<file path="src/rtl/pipe_mem_pkg.sv">
// Shared constants, region type and byte-merge helper for the MEM stage.
// I/O word offsets live in addr[6:2] when the I/O select bit is set.
package pipe_mem_pkg;

  localparam logic [4:0] OFS_IN_BASE = 5'h10;
  localparam logic [4:0] OFS_MASK    = 5'h1E;
  localparam logic [4:0] OFS_FLAGS   = 5'h1F;

  typedef enum logic [2:0] {
    RGN_NONE,
    RGN_RAM,
    RGN_OUT,
    RGN_IN,
    RGN_MASK,
    RGN_FLAGS
  } region_e;

  function automatic logic [31:0] byte_merge(
    input logic [31:0] old_d,
    input logic [31:0] new_d,
    input logic [3:0]  be
  );
    logic [31:0] r;
    r = old_d;
    for (int i = 0; i < 4; i++)
      if (be[i]) r[8*i +: 8] = new_d[8*i +: 8];
    return r;
  endfunction

endpackage

</file>
<file path="src/rtl/pipe_mem_io_in_sync.sv">
// One input channel: SYNC_STAGES-deep synchroniser, previous-value
// register and change pulse. Ports: clock, reset, din -> sync, change.
module io_in_sync #(
  parameter int STAGES = 2
) (
  input  logic        clock,
  input  logic        reset,
  input  logic [31:0] din,
  output logic [31:0] sync,
  output logic        change
);

  logic [31:0] stg [STAGES];
  logic [31:0] prev;

  always_ff @(posedge clock or posedge reset) begin
    if (reset) begin
      for (int i = 0; i < STAGES; i++)
        stg[i] <= '0;
      prev <= '0;
    end else begin
      stg[0] <= din;
      for (int i = 1; i < STAGES; i++)
        stg[i] <= stg[i-1];
      prev <= stg[STAGES-1];
    end
  end

  assign sync   = stg[STAGES-1];
  assign change = (sync != prev);

endmodule

</file>
<file path="src/rtl/pipe_mem_io.sv">
// MEM-stage data RAM plus memory-mapped I/O (out regs, synced inputs,
// sticky change flags). Ports: clock, reset, we, re, be, addr, datain,
// dataout, dout_valid, out_port, in_port; irq if IO_CHANGE_IRQ_EN.
module pipe_mem_io
  import pipe_mem_pkg::*;
#(
  parameter int DEPTH_LOG2  = 5,
  parameter int NUM_OUT     = 3,
  parameter int NUM_IN      = 2,
  parameter int IO_BIT      = 7,
  parameter int SYNC_STAGES = 2
) (
  input  logic                  clock,
  input  logic                  reset,
  input  logic                  we,
  input  logic                  re,
  input  logic [3:0]            be,
  input  logic [31:0]           addr,
  input  logic [31:0]           datain,
  output logic [31:0]           dataout,
  output logic                  dout_valid,
  output logic [NUM_OUT*32-1:0] out_port,
  input  logic [NUM_IN*32-1:0]  in_port
`ifdef IO_CHANGE_IRQ_EN
  ,
  output logic                  irq
`endif
);

  localparam int         WORDS   = 1 << DEPTH_LOG2;
  localparam logic [4:0] OUT_LIM = 5'(NUM_OUT);
  localparam logic [4:0] IN_LIM  = OFS_IN_BASE + 5'(NUM_IN);

  logic [31:0]           ram [WORDS];
  logic [31:0]           out_q [NUM_OUT];
  logic [31:0]           in_sync [NUM_IN];
  logic [NUM_IN-1:0]     change;
  logic [NUM_IN-1:0]     flags;
  logic                  is_io;
  logic [4:0]            ofs;
  logic [DEPTH_LOG2-1:0] widx;
  logic                  flag_clr;
  logic [31:0]           rd_data;
  region_e               rgn;

  // Address bits outside the decoded fields are don't-care (RAM aliases).
  logic                  unused_addr;
  assign unused_addr = ^addr;

  assign is_io = addr[IO_BIT];
  assign ofs   = addr[6:2];
  assign widx  = addr[2 +: DEPTH_LOG2];

  always_comb begin
    rgn = RGN_NONE;
    unique case (1'b1)
      !is_io:
        rgn = RGN_RAM;
      is_io && (ofs < OUT_LIM):
        rgn = RGN_OUT;
      is_io && (ofs >= OFS_IN_BASE) && (ofs < IN_LIM):
        rgn = RGN_IN;
`ifdef IO_CHANGE_IRQ_EN
      is_io && (ofs == OFS_MASK):
        rgn = RGN_MASK;
`endif
      is_io && (ofs == OFS_FLAGS):
        rgn = RGN_FLAGS;
      default:
        rgn = RGN_NONE;
    endcase
  end

  for (genvar g = 0; g < NUM_IN; g++) begin : g_in
    io_in_sync #(
      .STAGES (SYNC_STAGES)
    ) u_sync (
      .clock  (clock),
      .reset  (reset),
      .din    (in_port[32*g +: 32]),
      .sync   (in_sync[g]),
      .change (change[g])
    );
  end

`ifdef IO_CHANGE_IRQ_EN
  logic [NUM_IN-1:0] mask;
  logic [31:0]       mask_wr;

  assign mask_wr = byte_merge(32'(mask), datain, be);

  always_ff @(posedge clock or posedge reset) begin
    if (reset) begin
      mask <= '0;
      irq  <= 1'b0;
    end else begin
      if (we && rgn == RGN_MASK)
        mask <= mask_wr[NUM_IN-1:0];
      irq <= |(flags & mask);
    end
  end
`endif

  // Read mux sees pre-edge state, so same-edge we&re is read-first.
  always_comb begin
    rd_data = '0;
    case (rgn)
      RGN_RAM:
        rd_data = ram[widx];
      RGN_OUT:
        for (int k = 0; k < NUM_OUT; k++)
          if (ofs == 5'(k)) rd_data = out_q[k];
      RGN_IN:
        for (int k = 0; k < NUM_IN; k++)
          if (ofs == OFS_IN_BASE + 5'(k)) rd_data = in_sync[k];
`ifdef IO_CHANGE_IRQ_EN
      RGN_MASK:
        rd_data = 32'(mask);
`endif
      RGN_FLAGS:
        rd_data = 32'(flags);
      default:
        rd_data = '0;
    endcase
  end

  always_ff @(posedge clock) begin
    if (we && rgn == RGN_RAM)
      ram[widx] <= byte_merge(ram[widx], datain, be);
  end

  always_ff @(posedge clock or posedge reset) begin
    if (reset) begin
      for (int k = 0; k < NUM_OUT; k++)
        out_q[k] <= '0;
    end else if (we && rgn == RGN_OUT) begin
      for (int k = 0; k < NUM_OUT; k++)
        if (ofs == 5'(k))
          out_q[k] <= byte_merge(out_q[k], datain, be);
    end
  end

  for (genvar g = 0; g < NUM_OUT; g++) begin : g_out
    assign out_port[32*g +: 32] = out_q[g];
  end

  // Clear applies first so a change on the clearing edge survives.
  assign flag_clr = re && (rgn == RGN_FLAGS);

  always_ff @(posedge clock or posedge reset) begin
    if (reset)
      flags <= '0;
    else
      flags <= (flags & ~{NUM_IN{flag_clr}}) | change;
  end

  always_ff @(posedge clock or posedge reset) begin
    if (reset) begin
      dataout    <= '0;
      dout_valid <= 1'b0;
    end else begin
      dout_valid <= re;
      if (re)
        dataout <= rd_data;
    end
  end

endmodule
</file>
<file path="config.mk">
export PLATFORM = sky130hd
export DESIGN_NAME = pipe_mem_io
export DESIGN_NICKNAME = d
export VERILOG_FILES = /design/src/rtl/pipe_mem_pkg.sv /design/src/rtl/pipe_mem_io_in_sync.sv /design/src/rtl/pipe_mem_io.sv
export SDC_FILE = /design/constraint.sdc
export NUM_CORES = 1
export LEC_CHECK = 0
export CELL_PAD_IN_SITES_DETAIL_PLACEMENT = 1
export CELL_PAD_IN_SITES_GLOBAL_PLACEMENT = 1
export CORE_MARGIN = 5
export CORE_UTILIZATION = 40
export CTS_CLUSTER_DIAMETER = 100
export CTS_CLUSTER_SIZE = 40
export DETAILED_ROUTE_END_ITERATION = 10
export DONT_BUFFER_PORTS = 1
export PLACE_DENSITY_LB_ADDON = 0.1
export SKIP_LAST_GASP = 1
export SLEW_MARGIN = 0
export SYNTH_ARGS = -nofsm -noshare
export SYNTH_HDL_FRONTEND = slang
export SYNTH_SLANG_ARGS = --single-unit
</file>
<file path="constraint.sdc">
create_clock -name clock -period 10.78 [get_ports clock]
set_input_delay 1.078 -clock clock [delete_from_list [all_inputs] [get_ports clock]]
set_output_delay 1.078 -clock clock [all_outputs]
set_load 0.05 [all_outputs]
</file>
==> reports/metrics.yaml <==
synthesis:
  ys_warn_count: 0
  synth-seq-cells: 1347
  yosysMostFrequentCell: "edfxtp_1"
  syn-num-nets: 2990
  yosysSeqAreaShare_pct: 76.3
  synthFlopType: "edfxtp_1"
  ys_types: 45
  synth_edf_count: 1024
  yosysTopAreaCell: "edfxtp_1"
  synth.cell_area_um2: 50900
  netlist_top_cells_count: "edfxtp_1 (1024), mux2i_1 (515), dfrtp_1 (323)"
  ys_async_sr_fraction_pct: 24.0
  synth_cells: 2854
  syn_avg_cell_area_um2: 17.8
  yosysTopAreaCellShare_pct: 60.4
  synthTopCellsByArea: "edfxtp_1 (60%), dfrtp_1 (16%), mux2i_1 (10%)"
floorplanning:
  chipHeight_um: 367
  fp.coreArea_um2: 127000
  start_util_pct: 40.1
  ios: 265
  die_area_um2: 135000
  die_w_um: 367
  row_count: 131
timing:
  setup_tns_ps: 0
  relSlewSlack_pct: -74.7
  finalHoldViolCount: 0
  min_period_over_period_pct: 48.8
  rsz0062_at_grt: "no"
  worst_hold_slack_ps: 348
  fin_worst_skew_ps: 35.3
  fmax_mhz: 190
  setup_violations: 0
  worst_pin_slew_ps: 2620
  drv_slew: 335
  fin_crit_ps: 5260
grt:
  met3_usage_pct: 2.74
  grt_pass1_vias: 27300
  gr-usage-all-layers_pct: 23.4
  antenna_found_initial: 10
  use_met1_pct: 32.6
  grt_max_degree: 525
  grt_overflow: 0
  grt_pass1_wl_mm: 222
  grt_most_used_layer: "met2"
  grt_use_met2_pct: 40.1
clock_network:
  cts_setup_buffers: 0
  cts_buffers: 45
  ctsResizeCount: 0
  cts_tree: "yes"
  ctsHoldBuffers: 0
  cts_sinks: 1347
  h-tree-depth: 2
  clock_path_buffers: 3
  worst_skew_pair.late_latency_ps: 700
  cts-root-buf: "clkbuf_16"
  clk_pin_slew_worst_paths_ps: 140
placement:
  portBuffers: 0
  place_congestion: 0.786
  dp_cells: 4410
  dp_hpwl_mm: 88.9
route:
  routed_wl_mm: 162
  avgRoutedWirePerCell_um: 36.0
  vias: 26800
  vias_per_cell: 5.96
  drc: 0
  drtAntennaViolNets: 0
  drt_iter0_markers: 2609
  firstDrtPassIters: 5
setup_path:
  cp_data_arrival_time_ps: 5600
  crit_buf_inv: 1
  crit_required_ps: 11120
  cp-start-kind: "input pin"
  worst-path-max-fanout: 524
  worst_setup_path_end_kind: "flip-flop"
  critPathTopFamily: "simple AND/OR/NAND/NOR gates"
  critPathSlowestCell: "nor2b_1"
  setup.worst_path.class: "in2reg"
  cpPeakStageDelay_ps: 1230
  crit_chain: "nor2b_1 > nand2_1 > nor2_4 > buf_4"
outcome:
  violations: "slew limit"
  outcome: "complete, but fails checks"
min_path:
  hold_class: "reg2reg"
cells_and_area:
  syn2layout_area_growth_pct: 7.16
  final_cells: 4494
  nets: 2931
  drive_gt1_share_pct: 12.2
power_and_ir_drop:
  p_per_area_nw_per_um2: 165
  ir_worst_vdd_v: 0.000145
  leakagePower_uw: 0.0194
flow_run:
  cap_violations: 0
-- worst register-to-register path, cell delays in order, from the launching register on --
cell and delay (ps):
edfxtp_1 380, mux2i_1 130, o22ai_1 120, nor4_1 700, nand2_1 400, mux2_2 590
-- sequential cells by signal (all words and copies together) (netlist names) --
| signal | count |
|---|---|
| dout_valid | 1 |
| ram | 1024 |
| dataout | 32 |
| flags | 2 |
| g_in.u_sync.sync | 64 |
| out_port | 96 |
| g_in.u_sync.prev | 64 |
| g_in.u_sync.stg | 64 |
-- through the flow --
step                utilization [%]  cell area (um^2)  setup WS [ps]  total power, uW
global route                   42.9             54600           6780             9290
floorplan                         -             50900            761             6440
CTS                            42.9             54500           7020             9080
finish                         42.9             54600           5520             9020
detailed placement             41.7             53000           6210             6610
global placement               41.7             53000           6410             6580
-- worst paths after layout --
check	start	to	depth (start not counted)	slack, ps
setup / recovery	addr[3]	ram[5][13]$_DFFE_PP_	4	5520
hold / removal	g_in[0].u_sync.stg[62]$_DFF_PP0_	g_in[0].u_sync.sync[30]$_DFF_PP0_	0	350
setup reg to reg	ram[12][28]$_DFFE_PP_	ram[14][28]$_DFFE_PP_	5	8100
hold reg to reg	g_in[0].u_sync.stg[62]$_DFF_PP0_	g_in[0].u_sync.sync[30]$_DFF_PP0_	0	350
max in group asynchronous	reset	out_port[77]$_DFFE_PP0P_	2	8720
min in group asynchronous	reset	g_in[0].u_sync.stg[45]$_DFF_PP0_	1	380
-- routing by layer --
metal | part of all wire (%) | up-vias
li1 | - | 11100
met1 | 44 | 14900
met2 | 50 | 637
met3 | 4.4 | 132
met4 | 1.9 | 2
met5 | 0.0080 | -
-- report_power, final --
| part | internal, uW | total (uW) | leakage [uW] | switching, uW |
|---|---|---|---|---|
| clock | 889 | 2520 | 0.000740 | 1630 |
| combinational | 176 | 506 | 0.00539 | 330 |
| sequential | 5770 | 5990 | 0.0132 | 220 |
-- layout by cell type, fill, tap and decap left out, drive strengths merged, types with 32 or more instances in the layout --
cell type and n:
edfxtp 1024, nor2 36, a221o 32, a21oi 32, o22ai 256, dfrtp 323, a22oi 61, xnor2 32
mux2i 515, clkbuf 54, nor4 74, mux2 158, buf 56, nand2 57, xor2 32
-- cells by family (layout without fill, tap and decap cells) --
family                 count (synthesis)  in the layout  share of synthesized area, %
flip-flops                          1347           1347                          76.3
multiplexers                         673            673                          13.6
AO/OA/AOI/OAI                        388            388                          5.08
AND/OR/NAND/NOR                      218            218                          2.46
buffers and inverters                164            136                          1.45
XOR/XNOR                              64             64                          1.10
other                                  0              6                             0
-- layout make-up --
cell class	count	area, um^2
Sequential cell	1347	38800
Inverter	2	15.0
Multi-Input combinational cell	1343	11700
Clock buffer	54	1200
Tap cell	1662	2080
Timing Repair Buffer	56	420
Clock inverter	24	328
Antenna cell	6	15.0
Fill cell	12000	72500
No activity file was read; power rests on OpenSTA's default activity.
